==> config.mk <==
export PLATFORM = sky130hd
export DESIGN_NAME = alu_host_seq
export DESIGN_NICKNAME = d
export VERILOG_FILES = /design/src/rtl/alu_pkg.sv /design/src/rtl/alu_lat_counter.sv /design/src/rtl/alu_host_seq.sv
export SDC_FILE = /design/constraint.sdc
export NUM_CORES = 1
export LEC_CHECK = 0
export ABC_AREA = 0
export CORE_UTILIZATION = 25
export CTS_CLUSTER_SIZE = 20
export DETAILED_ROUTE_END_ITERATION = 8
export GPL_ROUTABILITY_DRIVEN = 0
export PLACE_DENSITY = 0.53
export SLEW_MARGIN = 25
export SYNTH_ARGS = -nofsm -noshare
export SYNTH_HDL_FRONTEND = slang
export SYNTH_SLANG_ARGS = --single-unit
==> constraint.sdc <==
create_clock -name CLk -period 8.4 [get_ports CLk]
set_clock_uncertainty 0.2 [all_clocks]
set_input_delay 1.26 -clock CLk [delete_from_list [all_inputs] [get_ports CLk]]
set_output_delay 1.26 -clock CLk [all_outputs]
set_load 0.05 [all_outputs]
==> src/rtl/alu_pkg.sv <==
// Shared definitions for the sequential ALU and its host-side controllers:
// op codes, host sequencer state encoding and default latencies.
package alu_pkg;

    localparam logic [1:0] OP_ADD = 2'd0;
    localparam logic [1:0] OP_SUB = 2'd1;
    localparam logic [1:0] OP_MUL = 2'd2;
    localparam logic [1:0] OP_RSV = 2'd3;

    // Default ALU latencies (cycles from last operand to valid result byte)
    localparam int LAT_ADDSUB_DEF = 8;
    localparam int LAT_MUL_DEF    = 75;

    typedef enum logic [3:0] {
        IDLE,
        ARST,
        SEND_A,
        SEND_B,
        WAIT,
        CAP_LO,
        CAP_HI,
        RESP,
        GAP
    } alu_host_state_t;

    // Result latency of the ALU for a given op, as an 8-bit counter load value
    function automatic logic [7:0] lat_for_op(input logic [1:0] op,
                                              input int lat_addsub,
                                              input int lat_mul);
        logic [7:0] lat;
        lat = (op == OP_MUL) ? 8'(lat_mul) : 8'(lat_addsub);
        return lat;
    endfunction

endpackage

==> src/rtl/alu_lat_counter.sv <==
// 8-bit latency down-counter: load a cycle count, decrement while enabled,
// done flags the last counted cycle (count of 1, or an empty counter).
module alu_lat_counter (
    input  logic       clk,
    input  logic       rst_n,
    input  logic       load,
    input  logic [7:0] load_val,
    input  logic       en,
    output logic       done
);

    logic [7:0] count;

    // Count register: load has priority, decrement saturates at zero
    always_ff @(posedge clk or negedge rst_n) begin
        if (!rst_n) begin
            count <= '0;
        end else if (load) begin
            count <= load_val;
        end else if (en && (count != 8'd0)) begin
            count <= count - 8'd1;
        end
    end

    assign done = (count <= 8'd1);

endmodule

==> src/rtl/alu_host_seq.sv <==
// Host-side sequencer for the byte-serial sequential ALU. Takes one command
// (op, A, B), replays the ALU loading protocol on its pins, waits the fixed
// latency, collects the result byte(s) and returns a 16-bit response.
// Every output is a register loaded from the next-state decode, so the pins
// line up with the state the FSM is in.
module alu_host_seq
    import alu_pkg::*;
#(
    parameter int LAT_ADDSUB = LAT_ADDSUB_DEF,
    parameter int LAT_MUL    = LAT_MUL_DEF
) (
    input  logic        CLk,
    input  logic        RST_n,
    input  logic        cmd_valid,
    output logic        cmd_ready,
    input  logic [1:0]  cmd_op,
    input  logic [7:0]  cmd_a,
    input  logic [7:0]  cmd_b,
    output logic        rsp_valid,
    input  logic        rsp_ready,
    output logic [15:0] rsp_data,
    output logic        rsp_err,
    output logic        busy,
    output logic [7:0]  alu_inbus,
    output logic [1:0]  alu_op,
    output logic        alu_begin,
    output logic        alu_rst,
    input  logic [7:0]  alu_outbus
);

    alu_host_state_t state, state_nxt;
    logic [1:0] op_q;
    logic [7:0] a_q, b_q;
    logic       cmd_fire;
    logic       cnt_load, cnt_en, cnt_done;

    assign cmd_fire = (state == IDLE) && cmd_ready && cmd_valid;

    alu_lat_counter u_lat (
        .clk      (CLk),
        .rst_n    (RST_n),
        .load     (cnt_load),
        .load_val (lat_for_op(op_q, LAT_ADDSUB, LAT_MUL)),
        .en       (cnt_en),
        .done     (cnt_done)
    );

    // State register; reset drops any operation in flight
    always_ff @(posedge CLk or negedge RST_n) begin
        if (!RST_n) begin
            state <= IDLE;
        end else begin
            state <= state_nxt;
        end
    end

    // Next-state logic and latency counter control
    always_comb begin
        state_nxt = state;
        cnt_load  = 1'b0;
        cnt_en    = 1'b0;
        unique case (state)
            IDLE:    if (cmd_fire) state_nxt = (cmd_op == OP_RSV) ? RESP : ARST;
            ARST:    state_nxt = SEND_A;
            SEND_A:  state_nxt = SEND_B;
            SEND_B: begin
                state_nxt = WAIT;
                cnt_load  = 1'b1;
            end
            WAIT: begin
                cnt_en = 1'b1;
                if (cnt_done) state_nxt = CAP_LO;
            end
            CAP_LO:  state_nxt = (op_q == OP_MUL) ? CAP_HI : RESP;
            CAP_HI:  state_nxt = RESP;
            RESP:    if (rsp_ready) state_nxt = GAP;
            GAP:     state_nxt = IDLE;
            default: state_nxt = IDLE;
        endcase
    end

    // Command operands are plain data captured on acceptance
    always_ff @(posedge CLk) begin
        if (cmd_fire) begin
            op_q <= cmd_op;
            a_q  <= cmd_a;
            b_q  <= cmd_b;
        end
    end

    // Registered host-side and ALU-side outputs, decoded from the next state
    always_ff @(posedge CLk or negedge RST_n) begin
        if (!RST_n) begin
            cmd_ready <= 1'b0;
            busy      <= 1'b0;
            rsp_valid <= 1'b0;
            rsp_data  <= '0;
            rsp_err   <= 1'b0;
            alu_inbus <= '0;
            alu_op    <= '0;
            alu_begin <= 1'b0;
            alu_rst   <= 1'b1;
        end else begin
            cmd_ready <= (state_nxt == IDLE);
            busy      <= (state_nxt != IDLE);
            rsp_valid <= (state_nxt == RESP);
            alu_rst   <= (state_nxt == ARST);

            // Op pins change only when a real ALU operation starts, so a
            // reserved op leaves every ALU pin untouched
            if (cmd_fire && (state_nxt == ARST)) alu_op <= cmd_op;

            unique case (state_nxt)
                SEND_A:  alu_inbus <= a_q;
                SEND_B:  alu_inbus <= b_q;
                default: alu_inbus <= '0;
            endcase

            // Begin is held through the response so the only low phase the
            // ALU sees between operations is the GAP cycle
            unique case (state_nxt)
                ARST, SEND_A, SEND_B, WAIT, CAP_LO, CAP_HI: alu_begin <= 1'b1;
                RESP:    alu_begin <= alu_begin;
                default: alu_begin <= 1'b0;
            endcase

            if (cmd_fire) begin
                rsp_data <= '0;
                rsp_err  <= (cmd_op == OP_RSV);
            end else if (state == CAP_LO) begin
                rsp_data <= {8'h00, alu_outbus};
            end else if (state == CAP_HI) begin
                rsp_data[15:8] <= alu_outbus;
            end
        end
    end

endmodule

==> metrics.md <==
| Metric | Value |
|---|---|
| Vias in the first global route | `~1900` |
| Root Buffer | `clkbuf_8` |
| FF+latch area | `between 1500 and 2000 um^2` |
| WP data arrival | `1.64 ns` |
| Post-route minimum period | `3.10 ns` |
| Placed Area | `3300 um^2` |
| Final Net Count | `approximately 320` |
| Final setup margin | `5.30 ns` |
| RR Endpoint | `u_lat.count[7]$_DFFE_PN0P_` |
| DR DRC count | `0` |
| CP bufs+invs | `1` |
| WHS Path Cells | `2` |
| Clock Latency Late Sink | `0.34 ns` |
| Part of the cycle the worst path needs | `36.9%` |
| Post-Syn Area | `~2600 um^2` |
| Clock power share | `between 20% and 30%` |
| Unrepaired setup endpoints after global routing | `no` |
| WS Path Type | `reg -> out` |
| Total power | `approximately 1400 uW` |
| Hold Buf Count CTS | `0` |
| Cell Chain, Critical Path | `clkdlybuf4s50_1` |
| Critical path capture point type | `output port` |
| Final-layout fill cell count | `1036` |
| DP HPWL | `about 4.0 mm` |
| Global-route wire length before repair | `9.20 mm` |
| CP max stage delay | `0.79 ns` |
| Core ar. | `about 9800 um^2` |
| IO Port Bufs | `61` |
| Maximum buffer depth of the clock tree | `2` |
| GRT overflow | `0` |
| Slew Viols, Final | `0` |
| Top delay family on crit path | `buffers and inverters` |
| Hold endpoint | `alu_inbus[6]$_DFF_PN0_` |
| Post-CTS Setup Bufs | `0` |
| Slew @ Worst Pin | `0.696 ns` |
| First drt pass iteration count | `4` |
| Register share of total power | `34.5%` |
| Initial antenna violation count | `0` |
| Area Growth Syn to Fin | `38.1%` |
| Max-cap violation count | `0` |
| Most frequent cells in the layout | `clkdlybuf4s50_1 (60), dfrtp_1 (43), nand2_1 (41)` |
| Clock-pin slew on the worst setup and hold paths | `0.07 ns` |
| FF-to-FF setup slack | `5.97 ns` |
| Chip height | `103 um` |
| Number of distinct library cells after synthesis | `48` |
| Area of the multi-input gates | `between 800 and 900 um^2` |
| Num CTS Buffers | `9` |
| Fmax achieved | `0.322 GHz` |
| Num Clock Sinks | `62` |
| Die area | `10600 um^2` |
| Final Instance Area | `3530 um^2` |
| Register bit total from synthesis | `62` |
| Final number of hold-violating endpoints | `0` |
| Logic pwr share | `44.5%` |
| Hold slack | `0.292 ns` |
| Switching Share | `between 40% and 50%` |
| Worst Hold Class | `reg -> reg` |
| Setup TNS | `0 ns` |
| CTS resizes | `0` |
| Worst EP required | `6.94 ns` |
| Overall fraction of global-route tracks in use | `about an eighth` |
| Antenna diode count | `0` |
| DRT antenna net count | `0` |
| Seq/Total Area, Yosys | `64.3%` |
| Drt wl/cell | `13.6 um` |
| I/O Pins | `62` |
| Pre-CTS setup slack | `5.07 ns` |
| Power Density | `just under 400 nW/um^2` |
| Async SR Flop Fraction | `71.0%` |
| P_sw | `590 uW` |
| Crit-path slowest cell | `clkdlybuf4s50_1` |
| Die Width | `roughly 100 um` |
| Vias | `between 1500 and 2000` |
| DR iter-0 viols | `53` |
| Initial Utilization | `26.0%` |
| Largest net degree at the start of global routing | `45` |
| Critical R2R Launch | `state[1]$_DFF_PN0_` |
| Yosys warning total | `0` |
| Pint | `783 uW` |
| Cell Rows | `36` |
| Leakage dissipation | `0.00139 uW` |
| Layout cells sized above 1 | `9.62%` |
| Post-Syn Instances | `223` |
| Vias per inst | `4.46` |
| Final setup viols | `0` |
| Final WL | `5.78 mm` |
| CP Max Fanout | `1` |
| CTS tree | `yes` |
| Post-Syn Nets | `255` |
| Slew Limit Headroom | `between 50 and 60%` |
| Peak VDD IR | `0.180 mV` |
| Most common cell after layout, fill and taps aside | `clkdlybuf4s50_1` |
| Post-synth EDFFs | `18` |
| Mean Syn Cell Area | `roughly 11 um^2` |
| Startpoint Class | `flip-flop` |
| Hold path startpoint | `b_q[6]$_DFFE_PP_` |
| Status | `complete, no violations` |
| Top_reg_cell synth | `dfrtp_1` |
| H-tree depth | `3` |
| FF-to-FF path depth | `4` |
## kinds of logic (layout without fill, tap and decap cells)
group                    Yosys count  after routing  share of synthesized area, %
AO/OA/AOI/OAI                     45             45                          11.0
buffers and inverters             15             83                          2.25
XOR/XNOR                           2              2                         0.686
multiplexers                       4              4                          1.67
adder cells (fa/ha/maj)            2              2                         0.979
AND/OR/NAND/NOR                   93             93                          19.1
flip-flops                        62             62                          64.3
## registers in the layout, indices dropped and copies added, names as in the netlist
register / flops
op_q: 2
alu_inbus: 8
alu_rst: 1
rsp_valid: 1
alu_begin: 1
alu_op: 2
u_lat.count: 8
b_q: 8
rsp_err: 1
busy: 1
state: 4
a_q: 8
cmd_ready: 1
rsp_data: 16
## stage by stage
step                      cells  utilization (%)
final                       424             35.9
after detailed placement    408             33.7
after global routing        424             35.9
after floorplan             223                -
after global placement      408             33.7
after CTS                   424             35.9
## per-layer routing
layer	part of all wire [%]	vias up	wire length [um]	global-route usage, %
met1	46	916	2670	15.2
met2	47	47	2720	18.3
li1	-	918	-	-
met5	0	-	0	0
met3	5.1	11	297	4.75
met4	1.5	0	88	4.88
## cell usage after synthesis (all sizes together), types with 3 or more instances
| library cell | n | share of area [%] |
|---|---|---|
| nand2b | 5 | 1.2 |
| a211oi | 4 | 1.2 |
| nand3 | 3 | 0.59 |
| nand2 | 41 | 6.0 |
| and2 | 4 | 0.98 |
| a21oi | 23 | 4.5 |
| a22oi | 8 | 2.4 |
| dfrtp | 43 | 42 |
| edfxtp | 18 | 21 |
| nor3 | 4 | 0.78 |
| clkbuf | 8 | 1.2 |
| inv | 5 | 0.73 |
| nor2 | 12 | 1.8 |
| nor2b | 3 | 0.73 |
## final cells by class
| cell class | instances | share of cell area [%] |
|---|---|---|
| Sequential cell | 62 | 46.6 |
| Multi-Input combinational cell | 146 | 24.5 |
| Timing Repair Buffer | 62 | 17.5 |
| Tap cell | 133 | 4.72 |
| Clock buffer | 9 | 3.51 |
| Clock inverter | 7 | 2.73 |
| Inverter | 5 | 0.532 |
## worst max-delay path by stage
stage                             endpoint  cells past startpoint              start
after floorplan           a_q[0]$_DFFE_PP_                      3          cmd_valid
after global placement      busy$_DFF_PN0_                      6          cmd_valid
after detailed placement    busy$_DFF_PN0_                      6          cmd_valid
after CTS                          alu_rst                      1  alu_rst$_DFF_PN1_
after global routing               alu_rst                      1  alu_rst$_DFF_PN1_
final                              alu_rst                      1  alu_rst$_DFF_PN1_
## power by group through the flow
stage          Combinational [uW]  Sequential (uW)  Clock (uW)
6_report                      611              474         288
5_1_grt                       657              486         315
4_1_cts                       618              474         297
3_5_place_dp                  617              478           0
3_3_place_gp                  610              479           0
2_1_floorplan                 246              646           0
Power figures use the tool's default switching activity.
==> patch (same flow settings) <==
Make the reset (`RST_n` and `rst_n`) synchronous in 3 clocked blocks.
--- a/src/rtl/alu_lat_counter.sv
+++ b/src/rtl/alu_lat_counter.sv
@@ -12,7 +12,7 @@
     logic [7:0] count;
 
     // Count register: load has priority, decrement saturates at zero
-    always_ff @(posedge clk or negedge rst_n) begin
+    always_ff @(posedge clk) begin
         if (!rst_n) begin
             count <= '0;
         end else if (load) begin
--- a/src/rtl/alu_host_seq.sv
+++ b/src/rtl/alu_host_seq.sv
@@ -46,7 +46,7 @@
     );
 
     // State register; reset drops any operation in flight
-    always_ff @(posedge CLk or negedge RST_n) begin
+    always_ff @(posedge CLk) begin
         if (!RST_n) begin
             state <= IDLE;
         end else begin
@@ -89,7 +89,7 @@
     end
 
     // Registered host-side and ALU-side outputs, decoded from the next state
-    always_ff @(posedge CLk or negedge RST_n) begin
+    always_ff @(posedge CLk) begin
         if (!RST_n) begin
             cmd_ready <= 1'b0;
             busy      <= 1'b0;
Function: differs if RST_n is asserted again (counterexample within 4 cycles, from zero or initial values and one cycle with RST_n low); with RST_n held inactive, the same outputs for 10 cycles.
==> patch against the original RTL <==
Design area is 6.9% lower; synthesized area fell by 7.7%; wire length fell by 6.7%; first-iteration DRC count is 92% higher; sequential cell count did not move; worst setup slack better by 40 ps; critical endpoint is now rsp_err.
Power is not compared: it rests on default switching activity, and its combinational part moved more than twofold at a synthesized area within 25%.
==> patch: results (changes against the original RTL) <==
vias in the first global route 1894 (was 1895); Cell variety after synth 40 (was 48); Post-Layout Cell Count 413 (was 424); Hold EP rsp_data[2] (was alu_inbus[6]); Clk pin slew, worst setup/hold paths 70 ps (about the same); Critical Path Start cmd_valid (was alu_rst); nets@finish 329 (was 318); CP max stage delay 670 ps (was 790 ps); hpwl dp 3850 µm (was 3990 µm); Worst Path Max Fanout 19 (was 1); hold path startpoint rsp_data[2] (was b_q[6]); Total GRT Usage 11.8% (was 12.0%); prevailing post-synth register cell dfxtp_1 (was dfrtp_1); Post-DP Area 3070 µm² (was 3300 µm²); largest net degree at the start of global routing 24 (was 45); Adder-Cell Fraction of Synth Area 1.06% (was 0.979%); number of fill cells in the layout 948 (was 1036); Leakage 1.13 nW; post-synthesis compound-gate area fraction 14.1% (was 11.0%); Cells after Synth 232 (was 223); Inst Count DP 397 (was 408); r2r worst-path depth 5 (was 4); Synth Area in XOR/XNOR 1.49% (was 0.686%); critical path endpoint rsp_err (was alu_rst); Synth Net Count 264 (was 255); period utilisation layout 36.4% (was 36.9%); share of post-route cells with drive strength above 1 7.95% (was 9.62%); sequential-to-total area share from yosys stat 60.3% (was 64.3%); global-route wire length before repair 8940 µm (was 9200 µm); CTS resizes 0 (unchanged); post-synthesis async set-or-reset flop share 0% (was 71.0%); hold slack 258 ps (was 292 ps); max_slew headroom 49.7% (was 53.5%); Register Area 1420 µm² (was 1640 µm²); reg2reg start state[3] (was state[1]); CP Data Arrival Time 3120 ps (was 1640 ps); CP max stage cell inv_1 (was clkdlybuf4s50_1); multiplexer area fraction after synthesis 0.849% (was 1.67%); top cell types by occurrence after synthesis nand2_1 (47), dfxtp_1 (44), a21oi_1 (19), edfxtp_1 (18), nor2_1 (17) (was dfrtp_1 (43), nand2_1 (41), a21oi_1 (23), edfxtp_1 (18), nor2_1 (12)); status finished clean (unchanged); r2r endpoint busy (was u_lat.count[7]); pre-CTS setup slack 4970 ps (was 5070 ps); DR vias/cell 4.53 (was 4.46); DR iter-0 viols 102 (was 53); top cells by area, synth dfxtp_1 (37%), edfxtp_1 (23%), nand2_1 (7.5%) (was dfrtp_1 (42%), edfxtp_1 (21%), nand2_1 (6.0%)); WL per Instance 13.0 µm (was 13.6 µm)
==> patch: cell count changes in the layout (fill, tap and decap cells not counted), moves of 3 or more <==
cell,unedited run,this run
dfrtp_1,43,0
nor2b_1,3,11
nand2_1,41,47
a211oi_1,4,0
a21oi_1,23,19
nor2_1,12,17
dfxtp_1,0,44
o21a_1,0,3
==> patch: layout make-up <==
cell class              instances  area share (%)
clock buffers                  11            4.30
clock inverters                 5            1.79
inverters                       7           0.800
multi-input cells             156            27.0
flip-flops and latches         62            43.3
well taps                     111            4.23
repair buffers                 61            18.6
==> patch: power breakdown <==
group          total, mW  leakage, nW  switching, mW  internal (mW)
Sequential         0.367        0.521         0.0201          0.346
Clock              0.261       0.0955          0.116          0.145
Combinational      0.200        0.515          0.128         0.0719
==> patch: metal layers <==
metal  up-vias  GRT usage [%]  share of wire [%]
li1        943              -                  -
met1       867           14.2                 45
met2        51           19.0                 48
met3        11           3.72                5.4
met4         0           6.11                1.8
met5         -              0                  0
